==> src/rtl/timer_pkg.sv <==
// rtl/timer_pkg.sv - shared state encoding and default widths for the timer sequencer
package timer_pkg;

    localparam int TMR_W  = 4;
    localparam int TMR_PW = 4;

    typedef enum logic [1:0] {
        IDLE  = 2'd0,
        RUN   = 2'd1,
        PAUSE = 2'd2,
        DONE  = 2'd3
    } tmr_state_t;

    function automatic logic is_active(input tmr_state_t s);
        return (s == RUN) || (s == PAUSE);
    endfunction

endpackage

==> src/rtl/timer_prescaler.sv <==
// rtl/timer_prescaler.sv - clock-enable divider counting 0..pre, tick on the wrap cycle
module timer_prescaler #(
    parameter int PW = 4
) (
    input  logic          clk,
    input  logic          reset,
    input  logic          en,
    input  logic          clr,
    input  logic [PW-1:0] pre,
    output logic          tick
);

    logic [PW-1:0] cnt;

    // clr wins so a restart on the same edge never reports a stale tick
    assign tick = en && !clr && (cnt == pre);

    always_ff @(posedge clk or posedge reset) begin
        if (reset) begin
            cnt <= '0;
        end else if (clr) begin
            cnt <= '0;
        end else if (en) begin
            if (cnt == pre) begin
                cnt <= '0;
            end else begin
                cnt <= cnt + 1'b1;
            end
        end
    end

endmodule

==> src/rtl/timer_sequencer.sv <==
// rtl/timer_sequencer.sv - down-counting timer FSM with prescaler, one-shot and auto-reload modes
module timer_sequencer
    import timer_pkg::*;
#(
    parameter int W  = TMR_W,
    parameter int PW = TMR_PW
) (
    input  logic          clk,
    input  logic          reset,
    input  logic          start,
    input  logic          stop,
    input  logic          pause,
    input  logic          periodic,
    input  logic [W-1:0]  load_val,
    input  logic [PW-1:0] prescale,
    output logic [W-1:0]  count,
    output logic          busy,
    output logic          done,
    output logic          expire,
    output logic          err
);

    localparam logic [W-1:0] ONE = W'(1);

    tmr_state_t    state_q, state_d;
    logic [W-1:0]  count_q, count_d;
    logic [W-1:0]  load_q, load_d;
    logic [PW-1:0] pre_q, pre_d;
    logic          per_q, per_d;
    logic          busy_q, busy_d;
    logic          done_q, done_d;
    logic          expire_q, expire_d;
    logic          err_q, err_d;

    logic start_ok;
    logic presc_en;
    logic presc_clr;
    logic tick;

    assign start_ok = start && (load_val != '0);

    // A rejected start (load 0) also freezes the prescaler so nothing moves that cycle;
    // leaving PAUSE with pause low counts as a normal RUN cycle.
    assign presc_en  = !stop && !start && is_active(state_q) && !pause;
    assign presc_clr = stop || start_ok;

    timer_prescaler #(
        .PW (PW)
    ) u_prescaler (
        .clk   (clk),
        .reset (reset),
        .en    (presc_en),
        .clr   (presc_clr),
        .pre   (pre_q),
        .tick  (tick)
    );

    always_comb begin
        state_d  = state_q;
        count_d  = count_q;
        load_d   = load_q;
        pre_d    = pre_q;
        per_d    = per_q;
        expire_d = 1'b0;
        err_d    = 1'b0;

        if (stop) begin
            state_d = IDLE;
            count_d = '0;
        end else if (start) begin
            if (start_ok) begin
                load_d  = load_val;
                pre_d   = prescale;
                per_d   = periodic;
                count_d = load_val;
                state_d = RUN;
            end else begin
                err_d = 1'b1;
            end
        end else if (is_active(state_q)) begin
            if (pause) begin
                state_d = PAUSE;
            end else begin
                state_d = RUN;
                if (tick) begin
                    if (count_q > ONE) begin
                        count_d = count_q - ONE;
                    end else begin
                        expire_d = 1'b1;
                        if (per_q) begin
                            count_d = load_q;
                        end else begin
                            count_d = '0;
                            state_d = DONE;
                        end
                    end
                end
            end
        end

        busy_d = is_active(state_d);
        done_d = (state_d == DONE);
    end

    always_ff @(posedge clk or posedge reset) begin
        if (reset) begin
            state_q  <= IDLE;
            count_q  <= '0;
            load_q   <= '0;
            pre_q    <= '0;
            per_q    <= 1'b0;
            busy_q   <= 1'b0;
            done_q   <= 1'b0;
            expire_q <= 1'b0;
            err_q    <= 1'b0;
        end else begin
            state_q  <= state_d;
            count_q  <= count_d;
            load_q   <= load_d;
            pre_q    <= pre_d;
            per_q    <= per_d;
            busy_q   <= busy_d;
            done_q   <= done_d;
            expire_q <= expire_d;
            err_q    <= err_d;
        end
    end

    assign count  = count_q;
    assign busy   = busy_q;
    assign done   = done_q;
    assign expire = expire_q;
    assign err    = err_q;

endmodule

==> config.mk <==
export PLATFORM = sky130hd
export DESIGN_NAME = timer_sequencer
export DESIGN_NICKNAME = d
export VERILOG_FILES = /design/src/rtl/timer_pkg.sv /design/src/rtl/timer_prescaler.sv /design/src/rtl/timer_sequencer.sv
export SDC_FILE = /design/constraint.sdc
export NUM_CORES = 1
export LEC_CHECK = 0
export ABC_AREA = 1
export ABC_CLOCK_PERIOD_IN_PS = 1800
export CORE_MARGIN = 2
export CORE_UTILIZATION = 40
export DETAILED_ROUTE_END_ITERATION = 12
export PLACE_DENSITY = 0.63
export SLEW_MARGIN = 25
export SYNTH_ARGS = -nofsm -noshare
export SYNTH_HDL_FRONTEND = slang
export SYNTH_HIERARCHICAL = 1
export SYNTH_SLANG_ARGS = --single-unit
==> constraint.sdc <==
create_clock -name clk -period 1.8 [get_ports clk]
set_input_delay 0.54 -clock clk [delete_from_list [all_inputs] [get_ports clk]]
set_output_delay 0.54 -clock clk [all_outputs]
set_load 0.01 [all_outputs]
==> results of run 1 <==
## what timing repair did
item	in CTS	in global routing
setup endpoints to repair	12	11
pin swaps	14	17
gates resized for setup	13	16
setup buffers	11	5
## cell usage after synthesis
cell type / instances / area share [%]
a21oi_1: 1 / 0.38
dfrtp_1: 23 / 44
ha_1: 4 / 3.8
inv_1: 16 / 4.5
inv_2: 8 / 2.3
nand2_1: 74 / 21
nand2_2: 4 / 1.9
nand2_4: 2 / 1.7
nand3_1: 13 / 4.9
nand3b_1: 1 / 0.57
nand4_1: 5 / 2.4
nor2_1: 13 / 3.7
nor2_2: 5 / 2.4
nor2_4: 1 / 0.85
nor3_1: 1 / 0.38
nor3_2: 1 / 0.76
nor4_2: 1 / 0.95
o211ai_1: 1 / 0.57
o21ai_0: 2 / 0.76
o21ai_1: 2 / 0.76
or2_1: 1 / 0.47
xor2_1: 2 / 1.3
## stage by stage
stage | utilization (%) | TNS, ns | total power, W | cells
global placement | 56.1 | -5.16 | 0.000970 | 264
global route | 63.4 | -1.36 | 0.00135 | 284
detailed placement | 56.1 | -6.22 | 0.000978 | 264
floorplan | - | -0.0435 | 0.000824 | 181
finish | 63.4 | -0.507 | 0.00126 | 284
CTS | 60.0 | -0.650 | 0.00125 | 279
## final timing paths
kind | startpoint | endpoint | slack (ns) | depth (start not counted)
setup / recovery | state_q[0] | busy | -0.18 | 11
hold / removal | reset | u_prescaler/cnt[2] | 0.43 | 2
setup reg to reg | state_q[0] | busy | -0.18 | 11
hold reg to reg | load_q[1] | load_q[1] | 0.49 | 2
max in group asynchronous | reset | busy | 1.03 | 3
min in group clk | load_q[1] | load_q[1] | 0.49 | 2
## logic make-up after synthesis
logic type | Yosys count | share of synthesized area [%]
AO/OA/AOI/OAI | 6 | 2.46
XOR/XNOR | 2 | 1.33
adder cells (fa/ha/maj) | 4 | 3.79
buffers and inverters | 24 | 6.82
flip-flops | 23 | 43.6
AND/OR/NAND/NOR | 122 | 42.0
## power groups by stage
stage | clock network (W) | registers [W] | logic [W]
after floorplan | 0 | 0.000615 | 0.000209
after detailed placement | 0 | 0.000616 | 0.000362
after global placement | 0 | 0.000614 | 0.000356
final | 0.000239 | 0.000597 | 0.000420
after global routing | 0.000274 | 0.000605 | 0.000471
after CTS | 0.000254 | 0.000598 | 0.000404
## routing by layer
layer / GRT usage [%] / up-vias / share of wire, % / routed length [µm]
met2: 34.5 / 27 / 52 / 1740
met4: 2.74 / 0 / 1.8 / 61
met5: 0 / - / 0 / 0
li1: - / 678 / - / -
met3: 2.52 / 6 / 3.9 / 131
met1: 23.4 / 607 / 42 / 1400
## layout make-up
type                       count  area share (%)
tap                           44            2.80
clock buffer                   3            1.15
inverter                      24            4.58
sequential                    23            29.3
timing repair buffer          55            24.3
multi-input combinational    134            37.7
clock inverter                 1           0.254
## flip-flops by register name, summed over array words and instances (netlist names), 2 cells and up
| register | flops |
|---|---|
| count | 4 |
| load_q | 4 |
| pre_q | 4 |
| u_prescaler/cnt | 4 |
| state_q | 2 |
## critical path, stage by stage, from the launching register on
cell and delay, ns:
dfrtp_1 0.43, nand2_2 0.09, inv_2 0.04, or2_4 0.26
nor3_4 0.20, inv_2 0.07, nor3_4 0.12, nand4_1 0.13
o21ai_1 0.16, nand2_1 0.09, nand2_2 0.10, ha_4 0.19
==> results.sh, run 1 <==
export IMPL_rsz0062_at_grt="yes"
export IMPL_antenna_found_initial=0
export IMPL_area_growth_pct=49.0
export IMPL_dpl_cell_area_mm2=0.00174
export IMPL_tightest_slew_ns=0.268
export IMPL_io_pins=22
export IMPL_p_int_w=0.000838
export IMPL_die_w_um=61.4
export IMPL_netSwitchingFraction_pct=33.2
export IMPL_rows=20
export IMPL_dieArea_mm2=0.00378
export IMPL_leakage_nw=1.09
export IMPL_drv_cap=0
export IMPL_end_kind="register"
export IMPL_finalCritPeriodShare_pct=110
export IMPL_pwr_density_cell_mw_per_mm2=638
export IMPL_grt_overflow_total=0
export IMPL_finalSetupViolCount=7
export IMPL_syn_area_mm2=0.00132
export IMPL_drt_iter0_markers=48
export IMPL_yosysUniqueCellTypes=22
export IMPL_drc_errors=0
export IMPL_wl_mm=3.33
export IMPL_outcome="finished, violations left"
export IMPL_drv_slew=0
export IMPL_finalHoldViolCount=0
export IMPL_grt_max_degree=20
export IMPL_ctsHtreeMaxLevel=1
export IMPL_worst_slack_ns=-0.183
export IMPL_pwr_share_seq_pct=47.6
export IMPL_drive_gt1_share_pct=32.1
export IMPL_ys_ff_latch=23
export IMPL_hp_class="in2async"
export IMPL_cts_tree="built"
export IMPL_ir_drop_mv=0.381
export IMPL_slew_headroom_pct=82.1
export IMPL_root_buffer="clkbuf_4"
export IMPL_crit_type="reg2reg"
export IMPL_cp_required_ns=2.01
export IMPL_fmax_mhz=504
export IMPL_clkTransAtPathRegs_ns=0.12
export IMPL_wl_per_cell_um=11.7
export IMPL_grt_pass1_wl_mm=5.26
export IMPL_num_antenna_cells=0
export IMPL_initial_utilization_pct=42.5
export IMPL_io_buffers=21
export IMPL_violations="setup timing"
export IMPL_final_nets=259
export IMPL_clkPwrFrac_pct=19.0
export IMPL_dpl_hpwl_mm=2.35
export IMPL_finalClockSkew_ns=0.00693
export IMPL_comb_power_share_pct=33.4
export IMPL_multiInputGateArea_um2=741
export IMPL_final_fill_count=304
export IMPL_die_y_um=61.4
export IMPL_cts_buffers=3
export IMPL_worstPathMaxFanout=3
export IMPL_crit_arrival_ns=2.19
export IMPL_holdBufCountCts=0
export IMPL_clock_latency_ns=0.31
export IMPL_crit_path_start_kind="register"
export IMPL_regArea_um2=576
export IMPL_final_cell_mix="69 x nand2_1, 32 x buf_4, 23 x dfrtp_1"
export IMPL_place_ws_ns=-0.724
export IMPL_syn_instance_count=181
export IMPL_drt_pass1_iter_count=4
export IMPL_yosysWarnings=6
export IMPL_syn_num_nets=199
export IMPL_syn_avg_cell_area_um2=7.29
export IMPL_place_congestion=0.829
export IMPL_ant_nets=0
export IMPL_track_usage_pct=18.6
export IMPL_seq_area_frac_synth_pct=43.6
export IMPL_vias_per_cell=4.64
export IMPL_post_route_min_period_ns=1.98
export IMPL_grt_pass1_vias=1288
export IMPL_final_area_mm2=0.00197
export IMPL_via_count=1318
export IMPL_clkSinkCount=23
export IMPL_mostFrequentLayoutCell="nand2_1"
export IMPL_switching_power_w=0.000417
export IMPL_core_mm2=0.00310
export IMPL_whs_ns=0.425
export IMPL_cts_path_max_buffers=2
(Power assumes the default switching activity.)
==> run 2, diff against run 1 <==
- MAX_ROUTING_LAYER: default -> met4
- SKIP_LAST_GASP: default -> 1
==> results.sh, run 2 (same netlist as run 1, synthesis figures left out) <==
export IMPL_die_w_um=61.4
export IMPL_wl_per_cell_um=11.7
export IMPL_final_fill_count=304
export IMPL_rows=20
export IMPL_rsz0062_at_grt="yes"
export IMPL_grt_pass1_wl_mm=5.26
export IMPL_core_mm2=0.00310
export IMPL_netSwitchingFraction_pct=33.3
export IMPL_drv_slew=0
export IMPL_end_kind="register"
export IMPL_io_pins=22
export IMPL_via_count=1321
export IMPL_root_buffer="clkbuf_4"
export IMPL_cts_path_max_buffers=2
export IMPL_clkPwrFrac_pct=19.1
export IMPL_finalHoldViolCount=0
export IMPL_worst_slack_ns=-0.183
export IMPL_comb_power_share_pct=33.4
export IMPL_pwr_share_seq_pct=47.5
export IMPL_cp_top_family="simple AND/OR/NAND/NOR gates"
export IMPL_antenna_found_initial=0
export IMPL_switching_power_w=0.000419
export IMPL_crit_chain="nand2_2 > inv_2 > or2_4 > nor3_4 > inv_2 > nor3_4 > nand4_1 > o21ai_1 > nand2_1 > nand2_2 > ha_4"
export IMPL_grt_overflow_total=0
export IMPL_crit_path_start_kind="register"
export IMPL_p_int_w=0.000838
export IMPL_area_growth_pct=49.0
export IMPL_ctsHtreeMaxLevel=1
export IMPL_cts_buffers=3
export IMPL_clkTransAtPathRegs_ns=0.13
export IMPL_fmax_mhz=504
export IMPL_worstPathMaxFanout=3
export IMPL_finalCritPeriodShare_pct=110
export IMPL_violations="setup timing"
export IMPL_stdcell_count=284
export IMPL_drv_cap=0
export IMPL_final_cell_mix="69 x nand2_1, 32 x buf_4, 23 x dfrtp_1"
export IMPL_tightest_slew_ns=0.268
export IMPL_track_usage_pct=19.2
export IMPL_fin_tns_setup_ns=-0.519
export IMPL_finalSetupViolCount=7
export IMPL_hp_class="in2async"
export IMPL_regArea_um2=576
export IMPL_dieArea_mm2=0.00378
export IMPL_drc_errors=0
export IMPL_pwr_density_cell_mw_per_mm2=639
export IMPL_mostFrequentLayoutCell="nand2_1"
export IMPL_dpl_hpwl_mm=2.35
export IMPL_post_route_min_period_ns=1.98
export IMPL_drive_gt1_share_pct=32.1
export IMPL_cp_required_ns=2.01
export IMPL_clkSinkCount=23
export IMPL_wl_mm=3.33
export IMPL_multiInputGateArea_um2=741
export IMPL_drt_pass1_iter_count=4
export IMPL_num_antenna_cells=0
export IMPL_io_buffers=21
export IMPL_max_stage_delay_ns=0.43
export IMPL_slew_headroom_pct=82.1
export IMPL_cts_tree="built"
export IMPL_grt_pass1_vias=1288
export IMPL_ir_drop_mv=0.381
export IMPL_place_congestion=0.841
export IMPL_crit_arrival_ns=2.20
export IMPL_outcome="finished, violations left"
export IMPL_clock_latency_ns=0.31
export IMPL_vias_per_cell=4.65
export IMPL_grt_max_degree=20
export IMPL_final_nets=259
export IMPL_die_y_um=61.4
export IMPL_crit_buf_inv=2
export IMPL_dp_cells=264
export IMPL_crit_path_top_delay_cell="dfrtp_1"
export IMPL_crit_type="reg2reg"
export IMPL_leakage_nw=1.09
export IMPL_initial_utilization_pct=42.5
export IMPL_ant_nets=0
export IMPL_drt_iter0_markers=51
export IMPL_finalClockSkew_ns=0.00482
run 2: cell type report:
cell class	count	share of cell area, %
Clock buffer	3	1.15
Clock inverter	1	0.254
Inverter	24	4.58
Multi-Input combinational cell	134	37.7
Sequential cell	23	29.3
Tap cell	44	2.80
Timing Repair Buffer	55	24.3
run 2: through the flow:
| stage | setup WS (ns) | area [µm²] | hold WS (ns) | total power (W) | utilization (%) |
|---|---|---|---|---|---|
| floorplan | -0.0435 | 1340 | 0.306 | 0.000824 | - |
| global placement | -0.606 | 1740 | 0.455 | 0.000970 | 56.1 |
| detailed placement | -0.724 | 1740 | 0.466 | 0.000978 | 56.1 |
| CTS | -0.196 | 1860 | 0.420 | 0.00125 | 60.0 |
| global route | -0.293 | 1970 | 0.432 | 0.00135 | 63.4 |
| finish | -0.183 | 1970 | 0.425 | 0.00126 | 63.4 |
run 2: worst register-to-register path: stages (launching register included):
cell	delay, ns
dfrtp_1	0.43
nand2_2	0.10
inv_2	0.04
or2_4	0.26
nor3_4	0.20
inv_2	0.07
nor3_4	0.12
nand4_1	0.13
o21ai_1	0.16
nand2_1	0.09
nand2_2	0.10
ha_4	0.19
run 2: path summary, 6_finish.rpt:
check	startpoint	cells after the start	endpoint	slack [ns]
worst max-delay path	state_q[0]	11	busy	-0.18
worst min-delay path	reset	2	u_prescaler/cnt[3]	0.42
worst max register to register	state_q[0]	11	busy	-0.18
worst min register to register	load_q[1]	2	load_q[1]	0.49
max in group asynchronous	reset	3	busy	1.03
min in group clk	load_q[1]	2	load_q[1]	0.49
run 2: timing repair:
action,in CTS,in global routing
pin swaps,14,16
gates resized for setup,13,16
hold buffers,0,0
endpoints found under the setup margin,12,11
buffers inserted,11,5
run 2: per-layer routing:
| layer | global-route usage, % | vias up | part of all wire (%) |
|---|---|---|---|
| li1 | - | 678 | - |
| met1 | 23.4 | 610 | 42 |
| met2 | 34.5 | 27 | 52 |
| met3 | 2.52 | 6 | 3.9 |
| met4 | 2.74 | 0 | 1.8 |
| met5 | - | - | 0 |
run 2: power by group through the flow:
stage	clock network, W	logic, W	registers (W)
after floorplan	0	0.000209	0.000615
after detailed placement	0	0.000362	0.000616
after global routing	0.000274	0.000471	0.000605
final	0.000240	0.000420	0.000597
after global placement	0	0.000356	0.000614
after CTS	0.000254	0.000404	0.000598
==> run 3, diff against run 2 <==
- SETUP_SLACK_MARGIN: default -> 0.2
==> results.sh, run 3 (same netlist as run 1, synthesis figures left out) <==
export IMPL_end_kind="register"
export IMPL_mostFrequentLayoutCell="nand2_1"
export IMPL_dpl_hpwl_mm=2.42
export IMPL_drt_iter0_markers=43
export IMPL_antenna_found_initial=0
export IMPL_finalSetupViolCount=12
export IMPL_worst_slack_ns=-0.239
export IMPL_rsz0062_at_grt="yes"
export IMPL_final_nets=266
export IMPL_drive_gt1_share_pct=32.8
export IMPL_finalCritPeriodShare_pct=113
export IMPL_wl_per_cell_um=12.0
export IMPL_grt_max_degree=20
export IMPL_cts_path_max_buffers=2
export IMPL_outcome="finished, violations left"
export IMPL_comb_power_share_pct=33.1
export IMPL_violations="setup timing"
export IMPL_slew_headroom_pct=81.1
export IMPL_cts_buffers=3
export IMPL_finalClockSkew_ns=0.0118
export IMPL_switching_power_w=0.000423
export IMPL_drv_slew=0
export IMPL_clkTransAtPathRegs_ns=0.13
export IMPL_pwr_density_cell_mw_per_mm2=630
export IMPL_grt_overflow_total=0
export IMPL_root_buffer="clkbuf_4"
export IMPL_pwr_share_seq_pct=47.4
export IMPL_rows=20
export IMPL_drt_pass1_iter_count=4
export IMPL_via_count=1355
export IMPL_wl_mm=3.48
export IMPL_worstPathMaxFanout=3
export IMPL_die_y_um=61.4
export IMPL_initial_utilization_pct=42.5
export IMPL_grt_pass1_vias=1352
export IMPL_clock_latency_ns=0.32
export IMPL_clkPwrFrac_pct=19.4
export IMPL_cp_required_ns=2.03
export IMPL_io_buffers=21
export IMPL_tightest_slew_ns=0.282
export IMPL_vias_per_cell=4.66
export IMPL_crit_type="reg2reg"
export IMPL_fmax_mhz=490
export IMPL_track_usage_pct=21.6
export IMPL_io_pins=22
export IMPL_clkSinkCount=23
export IMPL_utilization_pct=64.4
export IMPL_drv_cap=0
export IMPL_grt_pass1_wl_mm=5.78
export IMPL_die_w_um=61.4
export IMPL_ir_drop_mv=0.387
export IMPL_drc_errors=0
export IMPL_leakage_nw=1.10
export IMPL_area_growth_pct=51.5
export IMPL_num_antenna_cells=0
export IMPL_whs_ns=0.409
export IMPL_dieArea_mm2=0.00378
export IMPL_ant_nets=0
export IMPL_crit_path_start_kind="register"
export IMPL_p_int_w=0.000836
export IMPL_fin_tns_setup_ns=-1.46
export IMPL_core_mm2=0.00310
export IMPL_final_cell_mix="71 x nand2_1, 39 x buf_4, 23 x dfrtp_1"
export IMPL_post_route_min_period_ns=2.04
export IMPL_netSwitchingFraction_pct=33.6
export IMPL_ctsHtreeMaxLevel=1
export IMPL_crit_arrival_ns=2.27
export IMPL_cts_tree="built"
export IMPL_finalHoldViolCount=0
export IMPL_place_congestion=0.879
export IMPL_hp_class="in2async"
[run 3: repair_timing]
| action | in CTS | in global routing |
|---|---|---|
| setup buffers | 15 | 3 |
| pin swaps | 11 | 7 |
| resized for setup | 23 | 8 |
| endpoints found under the setup margin | 25 | 18 |
| hold buffers | 0 | 0 |
[run 3: final timing paths]
| kind | slack (ns) | from | cells past startpoint | to |
|---|---|---|---|---|
| max | -0.24 | state_q[0] | 11 | busy |
| min | 0.41 | reset | 2 | u_prescaler/cnt[1] |
| max reg2reg | -0.24 | state_q[0] | 11 | busy |
| min reg2reg | 0.50 | load_q[0] | 2 | load_q[0] |
| max in group asynchronous | 1.03 | reset | 3 | count[3] |
| min in group clk | 0.50 | load_q[0] | 2 | load_q[0] |
[run 3: power by group through the flow]
stage          Sequential (W)  Clock, W  Combinational, W
2_1_floorplan        0.000615         0          0.000211
3_3_place_gp         0.000616         0          0.000366
3_5_place_dp         0.000617         0          0.000376
4_1_cts              0.000595  0.000256          0.000409
5_1_grt              0.000603  0.000273          0.000473
6_report             0.000597  0.000245          0.000417
[run 3: final cells by class]
| cell class | instances | area (µm²) |
|---|---|---|
| fillers | 306 | 1100 |
| multi-input cells | 134 | 739 |
| flip-flops and latches | 23 | 576 |
| repair buffers | 62 | 513 |
| inverters | 24 | 90.1 |
| well taps | 44 | 55.1 |
| clock buffers | 4 | 26.3 |
[run 3: per-layer routing]
layer	wire, µm	vias to the layer above	GRT usage [%]	share of wire, %
met5	0	-	-	0
met4	25	0	5.78	0.72
met3	148	4	5.67	4.3
met2	1700	42	35.4	49
met1	1610	616	26.4	46
li1	-	693	-	-
[run 3: per-stage QoR]
stage / cell area, µm² / setup slack [ns] / cells / power [W]
2_1_floorplan: 1350 / -0.0426 / 181 / 0.000826
3_3_place_gp: 1790 / -0.590 / 269 / 0.000982
3_5_place_dp: 1790 / -0.763 / 269 / 0.000993
4_1_cts: 1950 / -0.187 / 288 / 0.00126
5_1_grt: 2000 / -0.288 / 291 / 0.00135
6_report: 2000 / -0.239 / 291 / 0.00126
[run 3: worst max-delay path, stage by stage, from the launching register on]
cell and delay, ns:
dfrtp_1 0.43, nand2_2 0.09, inv_2 0.04, or2_4 0.24, nor3_4 0.22, inv_2 0.08
nor3_4 0.15, nand4_1 0.16, o21ai_1 0.17, nand2_1 0.08, nand2_2 0.09, ha_4 0.20
